`src/rtl/operand_stack.sv`:
```
// -----------------------------------------------------------------------------
// operand_stack
//
// Hardware operand stack that feeds an external combinational ALU. PUSH, DROP,
// CLEAR and NOP finish in the cycle they are accepted. UNARY, BINARY and SELECT
// take one extra cycle (OPER). During that cycle the ALU sees the top three
// entries, and its result is written back into the new top slot.
//
// Build option:
//   OPSTACK_ERR_TRAP_EN  undefined : err is a one-cycle pulse after a faulting
//                                    accept.
//                        defined   : err is sticky. Every command except CLEAR
//                                    is accepted and ignored while err is high.
//                                    CLEAR clears err and count together.
//
// Ports:
//   clk, rst_n            clock, asynchronous active-low reset
//   cmd_valid/cmd_ready   command handshake
//   cmd_op                000 NOP, 001 PUSH, 010 DROP, 011 UNARY,
//                         100 BINARY, 101 SELECT, 110 CLEAR, 111 NOP
//   cmd_alu               ALU control code for UNARY/BINARY/SELECT
//   cmd_data              value written by PUSH
//   alu_a/alu_b/alu_c     top, second and third entry (0 below the bottom)
//   alu_ctrl              registered ALU control code
//   alu_result            combinational result from the ALU
//   top                   current top entry (0 when empty)
//   count                 number of valid entries
//   busy                  high while an ALU operation is in flight
//   err                   underflow/overflow indication
// -----------------------------------------------------------------------------
module operand_stack #(
  parameter int DEPTH = 16,
  parameter int DW    = 32
) (
  input  logic                         clk,
  input  logic                         rst_n,
  input  logic                         cmd_valid,
  output logic                         cmd_ready,
  input  logic [2:0]                   cmd_op,
  input  logic [3:0]                   cmd_alu,
  input  logic [DW-1:0]                cmd_data,
  output logic [DW-1:0]                alu_a,
  output logic [DW-1:0]                alu_b,
  output logic [DW-1:0]                alu_c,
  output logic [3:0]                   alu_ctrl,
  input  logic [31:0]                  alu_result,
  output logic [DW-1:0]                top,
  output logic [$clog2(DEPTH+1)-1:0]   count,
  output logic                         busy,
  output logic                         err
);

  localparam int CW = $clog2(DEPTH + 1);
  localparam int AW = $clog2(DEPTH);

  typedef enum logic {IDLE, OPER} state_t;

  typedef enum logic [2:0] {
    OP_NOP    = 3'b000,
    OP_PUSH   = 3'b001,
    OP_DROP   = 3'b010,
    OP_UNARY  = 3'b011,
    OP_BINARY = 3'b100,
    OP_SELECT = 3'b101,
    OP_CLEAR  = 3'b110,
    OP_NOP7   = 3'b111
  } op_t;

  state_t          state_q;
  logic [CW-1:0]   count_q;
  logic [1:0]      pops_q;     // entries consumed by the in-flight ALU op
  logic            live_q;     // low until the first edge after reset release
  logic            err_q;
  logic [3:0]      alu_ctrl_q;

  logic [DW-1:0]   mem [DEPTH];

  op_t             op;
  logic            accept;
  logic            blocked;
  logic [1:0]      need;
  logic            full;
  logic            empty;
  logic            underflow;
  logic [CW-1:0]   need_ext;
  logic [CW-1:0]   pops_ext;
  logic [CW-1:0]   cnt_m1;
  logic [CW-1:0]   cnt_m2;
  logic [CW-1:0]   cnt_m3;
  logic [CW-1:0]   wb_idx;
  logic [DW-1:0]   res_dw;

  logic            mem_we;
  logic [AW-1:0]   mem_waddr;
  logic [DW-1:0]   mem_wdata;

  assign op       = op_t'(cmd_op);
  assign cmd_ready = live_q && (state_q == IDLE);
  assign accept   = cmd_valid && cmd_ready;
  assign busy     = (state_q == OPER);
  assign err      = err_q;
  assign alu_ctrl = alu_ctrl_q;
  assign count    = count_q;

`ifdef OPSTACK_ERR_TRAP_EN
  assign blocked = err_q;
`else
  assign blocked = 1'b0;
`endif

  assign full     = (count_q == CW'(DEPTH));
  assign empty    = (count_q == '0);
  assign need_ext = {{(CW-2){1'b0}}, need};
  assign pops_ext = {{(CW-2){1'b0}}, pops_q};
  assign cnt_m1   = count_q - CW'(1);
  assign cnt_m2   = count_q - CW'(2);
  assign cnt_m3   = count_q - CW'(3);
  assign wb_idx   = count_q - pops_ext;
  assign underflow = (need != 2'd0) && (count_q < need_ext);

  // ALU result is 32 bits wide; fit it to the entry width.
  generate
    if (DW == 32) begin : g_res_eq
      assign res_dw = alu_result;
    end else if (DW > 32) begin : g_res_ext
      assign res_dw = {{(DW-32){1'b0}}, alu_result};
    end else begin : g_res_trunc
      assign res_dw = alu_result[DW-1:0];
    end
  endgenerate

  // NOTE: every signal assigned in always_comb gets a default first, so no
  // path through the case leaves it unassigned and no latch is inferred.
  always_comb begin
    need = 2'd0;
    case (op)
      OP_UNARY:  need = 2'd1;
      OP_BINARY: need = 2'd2;
      OP_SELECT: need = 2'd3;
      default:   need = 2'd0;
    endcase
  end

  // Operand taps: anything below the bottom of the stack reads as zero, so
  // stale storage is never visible.
  assign alu_a = (count_q >= CW'(1)) ? mem[cnt_m1[AW-1:0]] : '0;
  assign alu_b = (count_q >= CW'(2)) ? mem[cnt_m2[AW-1:0]] : '0;
  assign alu_c = (count_q >= CW'(3)) ? mem[cnt_m3[AW-1:0]] : '0;
  assign top   = alu_a;

  // Single write port, shared by PUSH and ALU writeback. These never collide
  // because commands are not accepted in OPER.
  always_comb begin
    mem_we    = 1'b0;
    mem_waddr = count_q[AW-1:0];
    mem_wdata = cmd_data;
    if (state_q == OPER) begin
      mem_we    = 1'b1;
      mem_waddr = wb_idx[AW-1:0];
      mem_wdata = res_dw;
    end else if (accept && !blocked && (op == OP_PUSH) && !full) begin
      mem_we = 1'b1;
    end
  end

  // NOTE: the storage array has no reset. count gates every read, so stale
  // entries are never observable, and leaving them unreset lets the array map
  // onto plain RAM.
  always_ff @(posedge clk) begin
    if (mem_we) mem[mem_waddr] <= mem_wdata;
  end

  // NOTE: all sequential state uses non-blocking assignments, so every flop
  // samples pre-edge values regardless of statement order.
  always_ff @(posedge clk or negedge rst_n) begin
    if (!rst_n) begin
      state_q    <= IDLE;
      count_q    <= '0;
      pops_q     <= 2'd0;
      live_q     <= 1'b0;
      err_q      <= 1'b0;
      alu_ctrl_q <= 4'd0;
    end else begin
      live_q <= 1'b1;
`ifndef OPSTACK_ERR_TRAP_EN
      err_q <= 1'b0;
`endif
      case (state_q)
        IDLE: begin
          if (accept) begin
            if (op == OP_CLEAR) begin
              count_q <= '0;
              err_q   <= 1'b0;
            end else if (!blocked) begin
              case (op)
                OP_PUSH: begin
                  if (full) err_q   <= 1'b1;
                  else      count_q <= count_q + CW'(1);
                end
                OP_DROP: begin
                  if (empty) err_q   <= 1'b1;
                  else       count_q <= cnt_m1;
                end
                OP_UNARY, OP_BINARY, OP_SELECT: begin
                  if (underflow) begin
                    err_q <= 1'b1;
                  end else begin
                    alu_ctrl_q <= cmd_alu;
                    pops_q     <= need;
                    state_q    <= OPER;
                  end
                end
                default: ;
              endcase
            end
          end
        end
        OPER: begin
          // Pop the operands, push the single result.
          count_q <= wb_idx + CW'(1);
          state_q <= IDLE;
        end
        default: state_q <= IDLE;
      endcase
    end
  end

endmodule

```
`config.mk`:
```
export PLATFORM = sky130hd
export DESIGN_NAME = operand_stack
export DESIGN_NICKNAME = d
export VERILOG_FILES = /design/src/rtl/operand_stack.sv
export SDC_FILE = /design/constraint.sdc
export NUM_CORES = 1
export LEC_CHECK = 0
export BUFFER_PORTS_ARGS = -buffer_cell sky130_fd_sc_hd__buf_2
export CORE_ASPECT_RATIO = 0.75
export CORE_MARGIN = 4
export CORE_UTILIZATION = 35
export DETAILED_ROUTE_END_ITERATION = 10
export SETUP_SLACK_MARGIN = 0.5
export SYNTH_ARGS = -nofsm -noshare
export SYNTH_HDL_FRONTEND = slang
export SYNTH_SLANG_ARGS = --single-unit
export TNS_END_PERCENT = 100
```
`constraint.sdc`:
```
create_clock -name clk -period 7.18 [get_ports clk]
set_input_delay 0.718 -clock clk [delete_from_list [all_inputs] [get_ports clk]]
set_output_delay 0.718 -clock clk [all_outputs]
set_load 0.01 [all_outputs]
```
After elaboration in Yosys (flattened, before gate mapping)
Memory sizes are Yosys's and may differ from the RTL's.
Index checks and enable logic that the tools add are counted.
- bits in registers: 14
- memory bits (writable): 512
- bits of input ports: 74
- output and inout bits: 140
- memories kept: 1
- memory list (memory ; words ; bits a word ; rd ports ; clocked after memory_dff ; write ports ; RTL line ; RTL):
    mem ; 16 ; 32 ; 3 ; 0 ; 1 ; 76 ; logic [DW-1:0] mem [DEPTH];
- add/subtract/negate cells: 6
- magnitude comparators: 4
- equality and inequality tests: 11
- mux-type cells: 28
- bitwise operators: 3
- reduce and logical (&&, ||, !) cells: 11
- operators by type and width (operator ; number):
    32-bit 2-to-1 mux ; 4
    5-bit 2-to-1 mux ; 4
    5-bit one-hot mux with 2 select lines ; 2
    1-bit 2-to-1 mux ; 14
    5-bit by 1-bit adder with 5-bit output, second input constant ; 2
    5-bit by 2-bit greater-or-equal comparator with 1-bit output, second input constant ; 2
    3-bit == test, second input constant ; 3
    4-bit by 2-bit subtractor with 4-bit output, second input constant ; 2
    3-bit by 2-bit == test with 1-bit output, second input constant ; 2
    2-bit one-hot mux with 3 select lines ; 1
    5-bit == test, second input constant ; 1
    5-bit by 1-bit greater-or-equal comparator with 1-bit output, second input constant ; 1
    1-bit logical AND ; 5
    5-bit logical NOT ; 1
    5-bit by 2-bit < comparator with 1-bit output ; 1
    5-bit AND reduction ; 1
    5-bit by 1-bit subtractor with 5-bit output, second input constant ; 1
    5-bit by 2-bit subtractor with 5-bit output ; 1
    4-bit 2-to-1 mux ; 1
    4-bit by 1-bit != test with 1-bit output, second input constant ; 1
    4-bit by 3-bit != test with 1-bit output, second input constant ; 1
    4-bit != test, second input constant ; 1
    4-bit AND reduction ; 1
    3-bit by 1-bit == test with 1-bit output, second input constant ; 1
    7 further kinds ; 9

Depth between registers and ports, before layout
Gate-level depths: netlist of the first run.
- depth in word-level cells: 9
- mapped depth: 13
- mapped depth without buffers: 10

Least setup slack after synthesis of the first run
No wires, ideal clock.
- kind: flip-flop to flip-flop
- start point: register count_q[1], in the netlist count[1]
- end point: memory mem[11][0] (enable)
- data arrival time: 4.584 ns
- path slack: 2.135 ns
- cell stages (with the launch flop): 10
- clock period less this slack: 5.045 ns
- path through: dfrtp_1 clkbuf_1 clkbuf_1 inv_1 ha_1 nor4bb_1 nor4b_1 a32o_1 nand2_1 nor3_1
- longest elaborated chain between the ends: 7
- RTL lines (item ; RTL line ; RTL):
    from (decl) ; 70 ; logic [CW-1:0] count_q;
    from (signal assigned) ; 198 ; else count_q <= count_q + CW'(1);
    from (signal assigned) ; 202 ; else count_q <= cnt_m1;
    from (signal assigned) ; 220 ; count_q <= wb_idx + CW'(1);
    5-bit == test ; 111 ; assign full = (count_q == CW'(DEPTH));
    1-bit logical NOT ; 161 ; end else if (accept && !blocked && (op == OP_PUSH) && !full) begin
    1-bit logical AND ; 161 ;
    1-bit 2-to-1 mux ; 161 ;
    1-bit 2-to-1 mux ; 157 ; if (state_q == OPER) begin
    1-bit 2-to-1 mux ; 170 ; if (mem_we) mem[mem_waddr] <= mem_wdata;
    1-bit 2-to-1 mux (implied by the code) ; 170 ;
    to (decl) ; 76 ;
Parallel ways exist; a longest one is shown, timed or not.

Final worst setup path of the first run
- start point: register count_q[0], in the netlist count[0]
- end point: output port alu_b[12]
- longest elaborated chain between the ends: 3
- RTL lines (item ; RTL line ; RTL):
    4-bit by 2-bit subtractor with 4-bit output ; 116 ; assign cnt_m2 = count_q - CW'(2);
    memory read 16 x 32 bit ; - ;
    32-bit 2-to-1 mux (*) ; 147 ; assign alu_b = (count_q >= CW'(2)) ? mem[cnt_m2[AW-1:0]] : '0;
    to (decl) ; 43 ; output logic [DW-1:0] alu_b,
Every way passes the cells marked *; elsewhere a longest branch is shown, timed or not.

==> report_table.html, run 1 <==
<table>
<tr><th>Metric</th><th>Value</th></tr>
<tr><th colspan="2">Place</th></tr>
<tr><td>Number of buffers inserted by port buffering</td><td>213</td></tr>
<tr><td>Cell count after placement</td><td>2983</td></tr>
<tr><td>Detailed placement HPWL</td><td>51700 um</td></tr>
<tr><td>Routability Congestion</td><td>0.811</td></tr>
<tr><th colspan="2">Final layout</th></tr>
<tr><td>Post-route non-filler standard cell count</td><td>between 3000 and 4000</td></tr>
<tr><td>Util after Layout</td><td>0.404</td></tr>
<tr><td>Number of fill cells in the layout</td><td>~7400</td></tr>
<tr><td>Sequential cell area</td><td>15700 sq um</td></tr>
<tr><td>Share of layout cells above drive strength 1</td><td>0.377</td></tr>
<tr><td>Area growth from synthesis to final layout</td><td>13.8%</td></tr>
<tr><td>Footprint of the multi-input gates</td><td>about 13000 sq um</td></tr>
<tr><td># nets final</td><td>around 2000</td></tr>
<tr><th colspan="2">Clock tree</th></tr>
<tr><td>Number of buffers added by the clock tree synthesis step</td><td>54</td></tr>
<tr><td>Number of cells upsized or downsized after cts</td><td>0</td></tr>
<tr><td>Hold Buf Count CTS</td><td>0</td></tr>
<tr><td>Clock slew seen by the registers of the worst setup and hold paths</td><td>0.07 ns</td></tr>
<tr><td>TritonCTS clock tree</td><td>done</td></tr>
<tr><td>H-tree depth</td><td>2</td></tr>
<tr><td>Clk buf depth</td><td>3</td></tr>
<tr><td>Sink count of the clock tree</td><td>526</td></tr>
<tr><td>Setup repair bufs after CTS</td><td>0</td></tr>
<tr><td>Clock latency on the worst-skew pair</td><td>0.65 ns</td></tr>
<tr><td>CTS Root Cell</td><td>sky130_fd_sc_hd__clkbuf_16</td></tr>
<tr><th colspan="2">Timing</th></tr>
<tr><td>Total count of hold-check failures in the final report</td><td>0</td></tr>
<tr><td>Setup TNS after final layout</td><td>0 ns</td></tr>
<tr><td>Part of the cycle the worst path needs</td><td>0.785</td></tr>
<tr><td>Number of setup violations in the final report</td><td>0</td></tr>
<tr><td>Max-Slew Margin vs Limit</td><td>0.130</td></tr>
<tr><td>Achievable frequency</td><td>177 MHz</td></tr>
<tr><td>RSZ-0062 raised after global routing</td><td>no</td></tr>
<tr><td>Worst Skew</td><td>0.0677 ns</td></tr>
<tr><td>Slew at the pin closest to its max-slew limit</td><td>roughly 1.3 ns</td></tr>
<tr><td>Min cycle time layout</td><td>5.64 ns</td></tr>
<tr><td>Number of max-slew violations in the final report</td><td>0</td></tr>
<tr><th colspan="2">Worst setup path</th></tr>
<tr><td>CP Max Fanout</td><td>150</td></tr>
<tr><td>Sort of element at the start of the critical path</td><td>flop</td></tr>
<tr><td>Worst r2r src</td><td>count[0]</td></tr>
<tr><td>Ordered cell list for the critical path</td><td>buf_12 -&gt; buf_12 -&gt; mux4_2 -&gt; mux2i_1 -&gt; o22ai_1 -&gt; buf_2</td></tr>
<tr><td>Data required time at the worst endpoint</td><td>6.46 ns</td></tr>
<tr><td>Family with the most delay on the worst path</td><td>buffers and inverters</td></tr>
<tr><td>Most prevalent standard cell on the critical path</td><td>sky130_fd_sc_hd__buf_12</td></tr>
<tr><td>Critical path buffers and inverters</td><td>3</td></tr>
<tr><td>Crit path capture type</td><td>output port</td></tr>
<tr><td>Crit path arrival time</td><td>just under 5 ns</td></tr>
<tr><td>Reg2Reg Setup Slack</td><td>about 2.6 ns</td></tr>
<tr><td>Critical path class</td><td>flop to output port</td></tr>
<tr><td>Highest cell delay on the worst timing path</td><td>1.04 ns</td></tr>
<tr><td>End of the worst register-to-register path</td><td>mem[9][29]</td></tr>
<tr><td>Reg2Reg Depth</td><td>8</td></tr>
<tr><td>Cell type of the slowest stage on the worst timing path</td><td>sky130_fd_sc_hd__dfrtp_4</td></tr>
<tr><th colspan="2">Routing</th></tr>
<tr><td>Routed vias</td><td>between 15000 and 20000</td></tr>
<tr><td>Met3 wire length</td><td>9620 um</td></tr>
<tr><td>Residual antenna-violating net count after detailed routing</td><td>0</td></tr>
<tr><td>Post-detailed-route wirelength per cell</td><td>29.2 um</td></tr>
<tr><td>Metal1 wirelength</td><td>37000 um</td></tr>
<tr><td>Post-detailed-route via-to-cell ratio</td><td>6.14</td></tr>
<tr><td>Final Routed Wirelength</td><td>90200 um</td></tr>
<tr><td>Top layer used by detailed routing</td><td>met5</td></tr>
<tr><td>Met2 layer wire length in the routed design</td><td>41500 um</td></tr>
<tr><td>Detailed Routing Iterations Pass 1</td><td>5</td></tr>
<tr><td>First DRT Iteration DRCs</td><td>2400</td></tr>
<tr><td>Residual DRC count</td><td>0</td></tr>
<tr><th colspan="2">Global route</th></tr>
<tr><td>Global-route wire length before repair</td><td>130000 um</td></tr>
<tr><td>Largest net degree at the start of global routing</td><td>151</td></tr>
<tr><td>Total congestion overflow after global routing</td><td>0</td></tr>
<tr><td>Total Routing Usage GR</td><td>0.199</td></tr>
<tr><td>Number of antenna violations at the first check in global routing</td><td>4</td></tr>
<tr><td>Via count of the first global-routing pass</td><td>roughly 18000</td></tr>
<tr><th colspan="2">Yosys</th></tr>
<tr><td>Yosys Warn Count</td><td>0</td></tr>
<tr><td>Library cells used by synthesis</td><td>52</td></tr>
<tr><td>Mapped cell area</td><td>between 20000 and 30000 sq um</td></tr>
<tr><td>Number of instances in the synthesized netlist</td><td>roughly 1800</td></tr>
<tr><td>Count of flip-flops with a built-in enable after synthesis</td><td>512</td></tr>
<tr><td>Fraction of registers with async set/reset</td><td>0.0266</td></tr>
<tr><td>Most instantiated flip-flop cell in the synthesis netlist</td><td>sky130_fd_sc_hd__edfxtp_1</td></tr>
<tr><td>Synthesis-stage register bit count</td><td>526</td></tr>
<tr><td>Portion of the post-synthesis area used by sequential elements</td><td>0.534</td></tr>
<tr><td>Post-synthesis average cell area</td><td>~16 sq um</td></tr>
<tr><td>Syn Nets</td><td>around 1900</td></tr>
<tr><th colspan="2">Die</th></tr>
<tr><td>Horizontal die dimension</td><td>343 um</td></tr>
<tr><td>Number of placed I/O pins</td><td>between 200 and 250</td></tr>
<tr><td>Placeable core region</td><td>82800 sq um</td></tr>
<tr><td>Number of placement rows</td><td>between 90 and 100</td></tr>
<tr><td>Full die area</td><td>88800 sq um</td></tr>
<tr><td>Initial core utilization</td><td>0.355</td></tr>
<tr><td>Height of the chip</td><td>259 um</td></tr>
<tr><th colspan="2">Power and ir drop</th></tr>
<tr><td>Leakage Power</td><td>11.2 nW</td></tr>
<tr><td>Total power density per cell area</td><td>522 nW/um^2</td></tr>
<tr><td>Maximum vdd ir drop</td><td>roughly 0.00053 V</td></tr>
<tr><th colspan="2">Run status</th></tr>
<tr><td>Run status</td><td>finished, final reports clean</td></tr>
<tr><th colspan="2">Job</th></tr>
<tr><td>Max Cap Violations</td><td>0</td></tr>
<tr><th colspan="2">Worst hold path</th></tr>
<tr><td>Type of the most critical hold path</td><td>primary input to asynchronous set/reset pin</td></tr>
</table>
## how the worst max path moves through the flow
stage,slack [ns],endpoint,depth (start not counted),from
floorplan,2.13,mem[11][0],9,count[1]
global route,1.30,alu_b[8],6,count[0]
global placement,2.46,alu_a[19],6,count[0]
detailed placement,2.37,alu_a[8],8,count[0]
finish,1.54,alu_b[12],6,count[0]
CTS,1.71,alu_a[8],8,count[0]
## registers in the layout, indices dropped and copies added (netlist names)
name	cells
count	5
live_q	1
busy	1
alu_ctrl	4
mem	512
err	1
pops_q	2
## cell type report
type                       count  area share
sequential                   526       0.470
multi-input combinational   1072       0.387
timing repair buffer         259      0.0452
inverter                      10     0.00112
clock buffer                  59      0.0409
clock inverter                42      0.0139
antenna                        2    0.000150
tap                         1116      0.0417
## cell usage after synthesis, drive strengths merged (2+ instances only)
cell	count	area share
inv	10	0.0013
nor3	18	0.0031
nor2b	6	0.0013
xor2	8	0.0026
a21oi	7	0.0012
o32ai	4	0.0012
a22o	2	0.00060
o21ai	19	0.0032
and2	3	0.00064
clkbuf	59	0.0075
ha	13	0.0055
mux2i	212	0.072
mux2	40	0.015
nand2b	5	0.0011
dfrtp	14	0.012
a221o	18	0.0061
xnor2	10	0.0032
a31oi	16	0.0034
buf	129	0.024
edfxtp	512	0.52
o211ai	2	0.00051
nand4	16	0.0034
a32o	16	0.0054
or4	3	0.00077
a211oi	4	0.0012
nor4b	3	0.00089
o22ai	80	0.017
or2	2	0.00043
nand3	49	0.0083
nor2	15	0.0019
mux4	322	0.25
nand2	164	0.021
nor3b	3	0.00077
## logic make-up (layout without fill, tap and decap cells)
kind of cell / count (synthesis) / count (layout) / synth area share
AOI/OAI and AO/OA: 176 / 176 / 0.0423
xor gates and xnor gates: 18 / 18 / 0.00587
adders and majority gates: 14 / 14 / 0.00621
buffers and inverters: 198 / 370 / 0.0332
DFF: 526 / 526 / 0.534
muxes: 574 / 574 / 0.334
other: 1 / 3 / 0.000127
and+or+nand+nor: 289 / 289 / 0.0441
## through the flow
step / worst slack (ns) / hold WS [ns] / area, sq um / total power (W)
2_1_floorplan: 2.13 / 0.422 / 29400 / 0.0111
3_3_place_gp: 2.46 / 0.485 / 31600 / 0.0146
3_5_place_dp: 2.37 / 0.515 / 31600 / 0.0147
4_1_cts: 1.71 / 0.000678 / 33500 / 0.0176
5_1_grt: 1.30 / 0.0329 / 33500 / 0.0184
6_report: 1.54 / 0.0230 / 33500 / 0.0175
## power breakdown
part	total [W]	switching (W)	leakage (nW)	internal, W
sequential	0.00371	0.000193	4.77	0.00351
clock	0.00290	0.00123	0.896	0.00167
combinational	0.0109	0.00639	5.50	0.00448
## routing by layer
metal | track usage | vias to the layer above
met2 | 0.305 | 1126
met1 | 0.287 | 9916
met3 | 0.0474 | 152
met5 | 0 | -
met4 | 0.0470 | 2
li1 | - | 7755
## cells in the final DEF (no fill, tap or decap), drive strengths merged, types with 5 or more instances in the layout
master | Yosys | routed
mux2 | 40 | 40
dfrtp | 14 | 14
nand4 | 16 | 16
a31oi | 16 | 16
bufinv | 0 | 8
inv | 10 | 11
xnor2 | 10 | 10
nand2 | 164 | 164
nor3 | 18 | 18
o22ai | 80 | 80
nor2b | 6 | 6
mux4 | 322 | 322
nand2b | 5 | 5
nor2 | 15 | 15
a21oi | 7 | 7
mux2i | 212 | 212
edfxtp | 512 | 512
clkbuf | 59 | 59
xor2 | 8 | 8
clkinv | 0 | 31
ha | 13 | 13
o21ai | 19 | 19
buf | 129 | 259
nand3 | 49 | 49
a32o | 16 | 16
a221o | 18 | 18
(Power assumes the default switching activity.)
==> run 2, diff against run 1 <==
--- a/config.mk
+++ b/config.mk
@@ -5,6 +5,7 @@
 export SDC_FILE = /design/constraint.sdc
 export NUM_CORES = 1
 export LEC_CHECK = 0
+export ABC_AREA = 1
 export BUFFER_PORTS_ARGS = -buffer_cell sky130_fd_sc_hd__buf_2
 export CORE_ASPECT_RATIO = 0.75
 export CORE_MARGIN = 4
==> constraint.sdc (replaced) <==
create_clock -name clk -period 5.2 [get_ports clk]
set_input_delay 0.52 -clock clk [delete_from_list [all_inputs] [get_ports clk]]
set_output_delay 0.52 -clock clk [all_outputs]
set_load 0.01 [all_outputs]
==> run 2 against run 1 <==
Against the previous run:
- worst hold slack better by 0.084 ns
- setup slack worse by 0.81 ns
- clock-buffer cell count up 9
- die area up 4.3%
- sequential share of layout area down 1.1 points
- synthesized cell count up 110%
- largest cell class unchanged
- highest routed layer is now met4
==> report_table.html, run 2 <==
<table>
<tr><th>Metric</th><th>Value</th></tr>
<tr><th colspan="2">Die</th></tr>
<tr><td>Full die area</td><td>92600 sq um (+4.3%)</td></tr>
<tr><td>Height of the chip</td><td>265 um (+2.1%)</td></tr>
<tr><td>Horizontal die dimension</td><td>350 um (+2.1%)</td></tr>
<tr><td>Number of placement rows</td><td>93 (+2.2%)</td></tr>
<tr><td>Initial core utilization</td><td>0.355 (about the same)</td></tr>
<tr><td>Placeable core region</td><td>86500 sq um (+4.4%)</td></tr>
<tr><td>Number of placed I/O pins</td><td>214 (unchanged)</td></tr>
<tr><th colspan="2">Yosys</th></tr>
<tr><td>Yosys Warn Count</td><td>0 (unchanged)</td></tr>
<tr><td>Portion of the post-synthesis area used by sequential elements</td><td>0.512 (-0.0226)</td></tr>
<tr><td>Synthesis-stage register bit count</td><td>526 (unchanged)</td></tr>
<tr><td>Count of flip-flops with a built-in enable after synthesis</td><td>512 (unchanged)</td></tr>
<tr><td>Fraction of registers with async set/reset</td><td>0.0266 (unchanged)</td></tr>
<tr><td>Most instantiated flip-flop cell in the synthesis netlist</td><td>sky130_fd_sc_hd__edfxtp_1</td></tr>
<tr><td>Most instantiated cells after synthesis</td><td>1627 x sky130_fd_sc_hd__nand2_1, 598 x sky130_fd_sc_hd__nand3_1, 512 x sky130_fd_sc_hd__edfxtp_1</td></tr>
<tr><td>Library cells used by synthesis</td><td>39 (-25%)</td></tr>
<tr><td>Syn Nets</td><td>3949 (+110%)</td></tr>
<tr><td>Top cell type's share of synthesized area</td><td>0.500 (-0.0221)</td></tr>
<tr><td>Leading cell type by number of instances after synthesis</td><td>sky130_fd_sc_hd__nand2_1</td></tr>
<tr><td>Mapped cell area</td><td>30700 sq um (+4.4%)</td></tr>
<tr><td>Post-synthesis average cell area</td><td>7.96 sq um (-51%)</td></tr>
<tr><td>Largest cells by area after synthesis</td><td>sky130_fd_sc_hd__edfxtp_1 50%, sky130_fd_sc_hd__nand2_1 20%, sky130_fd_sc_hd__nand3_1 9.7%</td></tr>
<tr><td>Largest area contributor in the synthesized netlist</td><td>sky130_fd_sc_hd__edfxtp_1</td></tr>
<tr><td>Number of instances in the synthesized netlist</td><td>3861 (+110%)</td></tr>
<tr><th colspan="2">Routing</th></tr>
<tr><td>Residual antenna-violating net count after detailed routing</td><td>0 (unchanged)</td></tr>
<tr><td>Residual DRC count</td><td>0 (unchanged)</td></tr>
<tr><td>Final Routed Wirelength</td><td>107000 um (+19%)</td></tr>
<tr><td>Detailed Routing Iterations Pass 1</td><td>6 (+1)</td></tr>
<tr><td>Routed vias</td><td>27200 (+43%)</td></tr>
<tr><td>First DRT Iteration DRCs</td><td>3241 (+35%)</td></tr>
<tr><td>Post-detailed-route wirelength per cell</td><td>21.1 um (-28%)</td></tr>
<tr><td>Post-detailed-route via-to-cell ratio</td><td>5.35 (-13%)</td></tr>
<tr><th colspan="2">Clock tree</th></tr>
<tr><td>Number of buffers added by the clock tree synthesis step</td><td>56 (+3.7%)</td></tr>
<tr><td>Clock latency on the worst-skew pair</td><td>0.65 ns (about the same)</td></tr>
<tr><td>H-tree depth</td><td>2 (unchanged)</td></tr>
<tr><td>Sink count of the clock tree</td><td>526 (unchanged)</td></tr>
<tr><td>CTS Root Cell</td><td>sky130_fd_sc_hd__clkbuf_16</td></tr>
<tr><td>TritonCTS clock tree</td><td>done</td></tr>
<tr><td>Clk buf depth</td><td>3 (unchanged)</td></tr>
<tr><td>Clock slew seen by the registers of the worst setup and hold paths</td><td>0.07 ns (about the same)</td></tr>
<tr><td>Setup repair bufs after CTS</td><td>0 (unchanged)</td></tr>
<tr><th colspan="2">Global route</th></tr>
<tr><td>Via count of the first global-routing pass</td><td>24500 (+33%)</td></tr>
<tr><td>Number of antenna violations at the first check in global routing</td><td>1 (-3)</td></tr>
<tr><td>Largest net degree at the start of global routing</td><td>260 (+72%)</td></tr>
<tr><td>Total congestion overflow after global routing</td><td>0 (unchanged)</td></tr>
<tr><td>Total Routing Usage GR</td><td>0.223 (+0.0240)</td></tr>
<tr><td>Global-route wire length before repair</td><td>157000 um (+20%)</td></tr>
<tr><th colspan="2">Timing</th></tr>
<tr><td>Number of max-slew violations in the final report</td><td>0 (unchanged)</td></tr>
<tr><td>RSZ-0062 raised after global routing</td><td>no</td></tr>
<tr><td>Total count of hold-check failures in the final report</td><td>0 (unchanged)</td></tr>
<tr><td>Crit path setup slack, layout</td><td>0.729 ns (-0.815 ns)</td></tr>
<tr><td>Slew at the pin closest to its max-slew limit</td><td>1.28 ns (-0.0218 ns)</td></tr>
<tr><td>Number of setup violations in the final report</td><td>0 (unchanged)</td></tr>
<tr><td>Min cycle time layout</td><td>4.47 ns</td></tr>
<tr><td>Achievable frequency</td><td>224 MHz</td></tr>
<tr><td>Max-Slew Margin vs Limit</td><td>0.149 (+0.0192)</td></tr>
<tr><td>Worst Skew</td><td>0.0366 ns (-0.0311 ns)</td></tr>
<tr><td>Part of the cycle the worst path needs</td><td>0.860</td></tr>
<tr><td>Setup TNS after final layout</td><td>0 ns (unchanged)</td></tr>
<tr><th colspan="2">Final layout</th></tr>
<tr><td>Flip-flop count of the largest register, all copies and words added</td><td>512 (unchanged)</td></tr>
<tr><td>Share of layout cells above drive strength 1</td><td>0.124 (-0.252)</td></tr>
<tr><td># nets final</td><td>3983 (+98%)</td></tr>
<tr><td>Antenna cell count</td><td>0 (-2)</td></tr>
<tr><td>Most common library cell in the layout ignoring fill and taps</td><td>sky130_fd_sc_hd__nand2_1</td></tr>
<tr><td>Register with the most flip-flops</td><td>mem</td></tr>
<tr><td>Area growth from synthesis to final layout</td><td>11.6%</td></tr>
<tr><td>Most frequent cells in the layout</td><td>1626 x sky130_fd_sc_hd__nand2_1, 597 x sky130_fd_sc_hd__nand3_1, 512 x sky130_fd_sc_hd__edfxtp_1</td></tr>
<tr><th colspan="2">Worst setup path</th></tr>
<tr><td>Critical path class</td><td>flop to output port</td></tr>
<tr><td>CP Max Fanout</td><td>110 (-27%)</td></tr>
<tr><td>End of the worst register-to-register path</td><td>mem[5][12]</td></tr>
<tr><td>Sort of element at the start of the critical path</td><td>flop</td></tr>
<tr><td>Cell type of the slowest stage on the worst timing path</td><td>sky130_fd_sc_hd__dfrtp_4</td></tr>
<tr><td>Reg2Reg Setup Slack</td><td>1.37 ns (-1.25 ns)</td></tr>
<tr><td>Crit path arrival time</td><td>3.95 ns (-0.97 ns)</td></tr>
<tr><td>Reg2Reg Depth</td><td>10 (+2)</td></tr>
<tr><td>Data required time at the worst endpoint</td><td>4.68 ns (-1.78 ns)</td></tr>
<tr><td>Ordered cell list for the critical path</td><td>inv_8 -&gt; ha_1 -&gt; xnor2_4 -&gt; clkinv_2 -&gt; buf_12 -&gt; nand2_1 -&gt; a21oi_1 -&gt; nor2_1 -&gt; buf_2</td></tr>
<tr><td>Highest cell delay on the worst timing path</td><td>0.54 ns (-0.50 ns)</td></tr>
<tr><td>Crit path capture type</td><td>output port</td></tr>
<tr><td>Worst r2r src</td><td>count[0]</td></tr>
<tr><th colspan="2">Place</th></tr>
<tr><td>Number of buffers inserted by port buffering</td><td>213 (unchanged)</td></tr>
<tr><td>Post-placement worst setup slack</td><td>1.33 ns (-1.04 ns)</td></tr>
<tr><td>Routability Congestion</td><td>0.847 (+4.5%)</td></tr>
<tr><td>Detailed placement HPWL</td><td>60900 um (+18%)</td></tr>
<tr><th colspan="2">Run status</th></tr>
<tr><td>Run status</td><td>finished, final reports clean</td></tr>
<tr><th colspan="2">Worst hold path</th></tr>
<tr><td>WHS Endpoint</td><td>alu_ctrl[3]</td></tr>
<tr><td>WHS Path Cells</td><td>3</td></tr>
<tr><td>Hold Path Origin</td><td>cmd_alu[3]</td></tr>
<tr><td>Type of the most critical hold path</td><td>primary input to flop</td></tr>
<tr><th colspan="2">Job</th></tr>
<tr><td>Max Cap Violations</td><td>0 (unchanged)</td></tr>
</table>
-- run 2: changes by cell type after synthesis, moves of 90 or more --
| cell | change |
|---|---|
| sky130_fd_sc_hd__a21oi_1 | +94 |
| sky130_fd_sc_hd__inv_1 | +100 |
| sky130_fd_sc_hd__mux2i_1 | -212 |
| sky130_fd_sc_hd__mux4_2 | -322 |
| sky130_fd_sc_hd__nand2_1 | +1463 |
| sky130_fd_sc_hd__nand3_1 | +549 |
| sky130_fd_sc_hd__nor2_1 | +90 |
| sky130_fd_sc_hd__o21ai_0 | +204 |
-- run 2: routing by layer --
metal	vias up	part of all wire	global-route usage
li1	12900	-	-
met1	12700	0.43	0.319
met2	1292	0.44	0.348
met3	210	0.090	0.0339
met4	0	0.031	0.0688
met5	-	0	0
-- run 2: critical path: cells and delay by family (launching register included) --
family / cells / cell delay, ns
AND/OR/NAND/NOR: 2 / 0.49
buffers and inverters: 4 / 1.57
AO/OA/AOI/OAI: 1 / 0.07
XOR/XNOR: 1 / 0.21
adder cells (fa/ha/maj): 1 / 0.39
flip-flops: 1 / 0.54
-- run 2: per-stage QoR --
stage	hold slack [ns]	area, sq um	util	instances
after global placement	0.453	32500	0.376	4976
after detailed placement	0.454	32500	0.376	4976
after CTS	0.0786	34300	0.396	5077
after global routing	0.115	34300	0.397	5077
final	0.107	34300	0.397	5077
after floorplan	0.224	30700	-	3861
-- run 2: final cells by class --
cell class	instances	area (sq um)
repair buffers	284	1770
multi-input cells	2912	13100
well taps	1140	1430
clock inverters	32	329
flip-flops and latches	526	15700
clock buffers	68	1450
fillers	8602	52200
inverters	115	460
-- run 2: repair_timing --
item	in CTS	in global routing
endpoints found under the hold margin	14	0
hold buffers	1	0
endpoints found under the setup margin	0	15
resized for setup	0	3
-- run 2: how the worst max path moves through the flow --
stage | start | depth (start not counted) | slack (ns) | end
final | count[0] | 9 | 0.73 | top[31]
after global routing | count[0] | 9 | 0.53 | alu_a[6]
after CTS | count[0] | 9 | 0.63 | alu_a[21]
after detailed placement | count[0] | 9 | 1.33 | alu_a[21]
after global placement | count[0] | 9 | 1.36 | alu_a[21]
after floorplan | count[0] | 12 | 1.19 | mem[12][0]
-- run 2: cell families after synthesis --
| family | count (synthesis) | synth area share |
|---|---|---|
| flip-flops | 526 | 0.512 |
| buffers and inverters | 423 | 0.0674 |
| XOR/XNOR | 5 | 0.00216 |
| other | 1 | 0.000122 |
| AND/OR/NAND/NOR | 2471 | 0.338 |
| AO/OA/AOI/OAI | 421 | 0.0748 |
| adder cells (fa/ha/maj) | 14 | 0.00595 |
Power of run 2 is not shown: default switching activity piles up to over one toggle a cycle in this logic, so the estimate is an artifact.
